### config.mk
export PLATFORM = sky130hd
export DESIGN_NAME = switch_box_config_loader
export DESIGN_NICKNAME = d
export VERILOG_FILES = /design/src/rtl/switch_box_config_loader.sv
export SDC_FILE = /design/constraint.sdc
export NUM_CORES = 1
export LEC_CHECK = 0
export BUFFER_PORTS_ARGS = -buffer_cell sky130_fd_sc_hd__buf_2
export CORE_MARGIN = 3
export CORE_UTILIZATION = 55
export CTS_BUF_LIST = sky130_fd_sc_hd__clkbuf_2 sky130_fd_sc_hd__clkbuf_4 sky130_fd_sc_hd__clkbuf_8
export DETAILED_ROUTE_END_ITERATION = 10
export GPL_TIMING_DRIVEN = 0
export PLACE_DENSITY = 0.77
export SYNTH_ARGS = -nofsm -noshare
export SYNTH_HDL_FRONTEND = slang
export SYNTH_SLANG_ARGS = --single-unit
### constraint.sdc
create_clock -name clk -period 4.78 [get_ports clk]
set_input_delay 0.478 -clock clk [delete_from_list [all_inputs] [get_ports clk]]
set_output_delay 0.478 -clock clk [all_outputs]
set_load 0.01 [all_outputs]
### src/rtl/switch_box_config_loader.sv
// -----------------------------------------------------------------------------
// switch_box_config_loader
//
// Serial configuration loader for the disjoint switch box. A frame is opened
// by cfg_start, followed by N = W*6 configuration bits (frame bit j ends up on
// c[j]) and one even-parity trailer bit. Only a frame whose parity checks is
// copied onto c, and all N bits of c change on the same edge. A frame with a
// bad trailer sets the sticky err flag and leaves c untouched.
//
// Ports:
//   clk        in  1  rising-edge clock
//   rst_n      in  1  asynchronous active-low reset (also clears c)
//   cfg_start  in  1  begin / restart a frame (ignored in CHECK)
//   cfg_valid  in  1  cfg_bit is valid this cycle
//   cfg_bit    in  1  serial data / parity bit
//   cfg_ready  out 1  bit is accepted when cfg_valid & cfg_ready
//   c          out N  active switch configuration
//   busy       out 1  state is not IDLE
//   done       out 1  one-cycle pulse on commit
//   err        out 1  sticky parity error, cleared by the next start
// -----------------------------------------------------------------------------
module switch_box_config_loader #(
    parameter int W = 8
) (
    input  logic             clk,
    input  logic             rst_n,
    input  logic             cfg_start,
    input  logic             cfg_valid,
    input  logic             cfg_bit,
    output logic             cfg_ready,
    output logic [W*6-1:0]   c,
    output logic             busy,
    output logic             done,
    output logic             err
);
    localparam int N  = W * 6;
    localparam int CW = $clog2(N + 1);

    typedef enum logic [1:0] {IDLE, LOAD, PARITY, CHECK} state_e;

    state_e          state_q;
    logic [N-1:0]    shadow_q;
    logic [N-1:0]    c_q;
    logic [CW-1:0]   cnt_q;
    logic            acc_q;
    logic            pok_q;
    logic            ready_q;
    logic            busy_q;
    logic            done_q;
    logic            err_q;

    logic            accept;
    logic            restart;

    assign accept  = cfg_valid & ready_q;
    // A start wins over a simultaneous accept; CHECK always runs to completion.
    assign restart = cfg_start & (state_q != CHECK);

    always_ff @(posedge clk or negedge rst_n) begin
        if (!rst_n) begin
            state_q  <= IDLE;
            shadow_q <= '0;
            c_q      <= '0;
            cnt_q    <= '0;
            acc_q    <= 1'b0;
            pok_q    <= 1'b0;
            ready_q  <= 1'b0;
            busy_q   <= 1'b0;
            done_q   <= 1'b0;
            err_q    <= 1'b0;
        end else begin
            done_q <= 1'b0;
            if (restart) begin
                state_q <= LOAD;
                cnt_q   <= '0;
                acc_q   <= 1'b0;
                err_q   <= 1'b0;
                ready_q <= 1'b1;
                busy_q  <= 1'b1;
            end else begin
                case (state_q)
                    LOAD: begin
                        if (accept) begin
                            // Shift in from the top so the first bit lands at c[0].
                            shadow_q <= {cfg_bit, shadow_q[N-1:1]};
                            acc_q    <= acc_q ^ cfg_bit;
                            cnt_q    <= cnt_q + 1'b1;
                            if (cnt_q == CW'(N - 1))
                                state_q <= PARITY;
                        end
                    end
                    PARITY: begin
                        if (accept) begin
                            pok_q   <= ~(acc_q ^ cfg_bit);
                            state_q <= CHECK;
                            ready_q <= 1'b0;
                        end
                    end
                    CHECK: begin
                        if (pok_q) begin
                            c_q    <= shadow_q;
                            done_q <= 1'b1;
                        end else begin
                            err_q  <= 1'b1;
                        end
                        state_q <= IDLE;
                        ready_q <= 1'b0;
                        busy_q  <= 1'b0;
                    end
                    default: ;  // IDLE: wait for start, cfg_valid ignored
                endcase
            end
        end
    end

    assign cfg_ready = ready_q;
    assign c         = c_q;
    assign busy      = busy_q;
    assign done      = done_q;
    assign err       = err_q;

endmodule

==> impl_metrics.csv <==
group,metric,value,unit
yosys,yosys.area.top_type_share,64.0,%
clock_tree,clk_transition_reported_paths,0.11,ns
global_routing,antenna_found_initial,0,
setup_path,critical-path-top-cell-by-count,"sky130_fd_sc_hd__buf_2",
setup_path,r2r_slack,2.50,ns
setup_path,worstReg2RegEnd,"shadow_q[44]$_DFFE_PN0P_",
power,cellLeakagePower,2.69,nW
worst_hold_path,min_path_type,"in -> async",
final_layout,layout-area-overhead-vs-synth,14.9,%
floorplanning,die_area,0.00892,mm²
detailed_routing,vias,2381,
yosys,post_synth_main_area_contributors,"sky130_fd_sc_hd__dfrtp_1, sky130_fd_sc_hd__mux2_2, sky130_fd_sc_hd__ha_1, sky130_fd_sc_hd__buf_2, sky130_fd_sc_hd__nand3_1",
yosys,asyncSetResetFlopFracSynth,100,%
clock_tree,cts_inserted_buffers,9,
clock_tree,tritoncts,"built",
setup_path,path_depth,6,
global_routing,grt_max_degree,75,
setup_path,critical_path.max_fanout,10,
yosys,synth.lib_cells_used.distinct,34,
setup_path,cpMaxStageDelayCell,"sky130_fd_sc_hd__dfrtp_1",
floorplanning,num_io_pins,57,
clock_tree,total_number_of_h_tree_levels,3,
timing,fin_crit,2.28,ns
setup_path,slowest_delay,0.47,ns
place,place_congestion,0.744,
setup_path,critical-path-top-delay-family,"buffers and inverters",
timing,final_slew_violations,0,
timing,worst-slew-pin-transition,0.601,ns
clock_tree,clock_latency_reported_for_the_late_side_of_the_worst_skew_pair,0.36,ns
yosys,yosys-top-cells-count,"sky130_fd_sc_hd__dfrtp_1, sky130_fd_sc_hd__mux2_2, sky130_fd_sc_hd__inv_1, sky130_fd_sc_hd__nand2_1, sky130_fd_sc_hd__nor2_1",
final_layout,number_of_nets_in_the_finished_design,360,
timing,worst_clock_skew,0.0175,ns
floorplanning,floorplan.core_area,0.00741,mm²
floorplanning,die_height,94.5,µm
setup_path,worst_setup_path_endpoint,"shadow_q[44]$_DFFE_PN0P_",
place,portBuffers,55,
yosys,syn_inst_count,284,
power,powerDensity,423,mW/mm²
clock_tree,cts.repair_timing.setup_buffer_count,0,
final_layout,final_layout_size_suffix_gt1_share,50.0,%
timing,totalNegativeSetupSlack,0,ns
yosys,synth-edff-count,0,
yosys,synthesis.yosys.warnings,0,
detailed_routing,drt-total-wl,6640,µm
timing,timing.final.crit_share,47.6,%
detailed_routing,first_pass_iters,4,
timing,worst_slew_margin_rel,60.0,%
global_routing,groute.usage.overall,16.1,%
yosys,synth-main-ff-cell,"sky130_fd_sc_hd__dfrtp_1",
final_layout,diodes,0,
floorplanning,chipWidth,94.5,µm
floorplanning,fp-row-count,31,
timing,unrepaired_setup_endpoints_after_global_routing,"false",
setup_path,worstSetupStartpointType,"flop",
yosys,synth_area_per_cell,15.2,µm²
setup_path,crit_required,5.03,ns
yosys,syn_nets,293,
setup_path,critical_register_to_register_path_startpoint,"state_q[0]$_DFFE_PN0P_",
timing,hold_viol_final,0,
power,ir_worst_vdd,0.215,mV
setup_path,timing.critical_path.from,"state_q[0]$_DFFE_PN0P_",
detailed_routing,remaining_number_of_nets_flagged_by_the_antenna_check_after_routing,0,
flow_run,maxCapViolCount,0,
run_status,run_status,"complete, no violations",
global_routing,globalRoute.totalOverflow,0,
yosys,yosys.area.top_type,"sky130_fd_sc_hd__dfrtp_1",
detailed_routing,avgViaCountPerCell,5.23,
yosys,synth_area,0.00430,mm²
setup_path,critical_path_buf_inv_count,2,
clock_tree,postCtsHoldBufs,0,
yosys,yosysMostFrequentCell,"sky130_fd_sc_hd__dfrtp_1",
final_layout,fillers,546,
yosys,sequential_fraction_of_the_synthesis_area,64.0,%
global_routing,via_count_of_the_first_global_routing_pass,2324,
power,p_total,0.00209,W
global_routing,grt_pass1_wl,11200,µm
setup_path,crit_path_cell_trace,"ha_1 > nand2b_1 > nand3_1 > buf_2 > buf_2 > mux2_2",
setup_path,crit_type,"reg -> reg",
timing,achievable-frequency,0.440,GHz
detailed_routing,route.detailed.wl_per_inst,14.6,µm
clock_tree,cts_max_path_buffers,2,
clock_tree,clockRootBuffer,"sky130_fd_sc_hd__clkbuf_8",
yosys,postSynthRegisterBits,110,
clock_tree,cts.repair.resized,0,
timing,setup_viol_count_final,0,
setup_path,r2r.worst_path.cells,6,
detailed_routing,remaining_drc_errors,0,
place,post-dp-hpwl,4590,µm
floorplanning,start_util,58.1,%
detailed_routing,dr.first_iter.drc_count,81,
setup_path,crit_path_end_kind,"flop",
clock_tree,clock_sink_count,110,
setup_path,cp.arrival,2.53,ns
per-layer routing:
metal / wire length [µm] / track usage, %
met5: 0 / 0
met4: 66 / 5.41
met3: 323 / 4.46
met2: 3110 / 24.0
met1: 3140 / 23.0
worst min path at each step:
stage          slack (ns)  depth (start not counted)                        to
2_1_floorplan        0.18                          0         acc_q$_DFFE_PN0P_
3_3_place_gp         0.47                          2          busy$_DFFE_PN0P_
3_5_place_dp         0.48                          1         c[43]$_DFFE_PN0P_
4_1_cts              0.07                          1         c[34]$_DFFE_PN0P_
5_1_grt              0.09                          1          c[0]$_DFFE_PN0P_
6_report             0.07                          1  shadow_q[34]$_DFFE_PN0P_
placed cells by master, fill, tap and decap left out, types with 2 or more instances in the layout:
cell | synthesis | routed
sky130_fd_sc_hd__mux2_1 | 2 | 2
sky130_fd_sc_hd__clkbuf_1 | 3 | 3
sky130_fd_sc_hd__mux2_2 | 94 | 94
sky130_fd_sc_hd__nand3_1 | 6 | 6
sky130_fd_sc_hd__inv_6 | 0 | 2
sky130_fd_sc_hd__nor4_1 | 2 | 2
sky130_fd_sc_hd__nor2_1 | 7 | 7
sky130_fd_sc_hd__clkinv_4 | 0 | 2
sky130_fd_sc_hd__ha_1 | 4 | 4
sky130_fd_sc_hd__xnor2_1 | 3 | 3
sky130_fd_sc_hd__a21oi_1 | 5 | 5
sky130_fd_sc_hd__clkbuf_8 | 0 | 10
sky130_fd_sc_hd__dfrtp_1 | 110 | 110
sky130_fd_sc_hd__mux2i_1 | 2 | 2
sky130_fd_sc_hd__buf_2 | 6 | 60
sky130_fd_sc_hd__inv_1 | 8 | 8
sky130_fd_sc_hd__nand2_1 | 8 | 8
sky130_fd_sc_hd__o21ai_0 | 5 | 5
report_power, final:
part	leakage (nW)	internal [W]	total, W	switching [W]
registers	1.51	0.00102	0.00109	0.0000742
clock network	0.108	0.000269	0.000573	0.000304
logic	1.07	0.000201	0.000428	0.000227
total	2.69	0.00149	0.00209	0.000605
registers in the layout, summed over array words and instances, names as in the netlist, 2 cells and up:
name,flops
state_q,2
cnt_q,6
c,48
shadow_q,48
per-stage QoR:
| stage | setup WS (ns) | instance area [µm²] | utilization (%) | std cells | hold WS, ns |
|---|---|---|---|---|---|
| 2_1_floorplan | 2.80 | 4300 | - | 284 | 0.182 |
| 3_3_place_gp | 2.03 | 4700 | 63.5 | 438 | 0.475 |
| 3_5_place_dp | 2.51 | 4730 | 63.9 | 439 | 0.477 |
| 4_1_cts | 2.49 | 4940 | 66.7 | 455 | 0.0682 |
| 5_1_grt | 2.33 | 4940 | 66.7 | 455 | 0.0867 |
| 6_report | 2.50 | 4940 | 66.7 | 455 | 0.0699 |
logic make-up (layout without fill, tap and decap cells):
family | after synthesis | after routing | synth area share [%]
AO/OA/AOI/OAI | 18 | 18 | 2.82
XOR/XNOR | 4 | 4 | 0.814
adder cells (fa/ha/maj) | 4 | 4 | 1.16
buffers and inverters | 19 | 91 | 1.86
flip-flops | 110 | 110 | 64.0
multiplexers | 98 | 98 | 25.6
AND/OR/NAND/NOR | 31 | 31 | 3.81
area by class of cell:
class | count | area, µm² | share of cell area, %
sequential | 110 | 2750 | 55.7
multi-input combinational | 155 | 1470 | 29.8
timing repair buffer | 56 | 305 | 6.18
clock buffer | 11 | 145 | 2.94
tap | 99 | 124 | 2.51
clock inverter | 5 | 65.1 | 1.32
buffer | 11 | 50.0 | 1.01
inverter | 8 | 30.0 | 0.607
No activity file was read; power rests on OpenSTA's default activity.
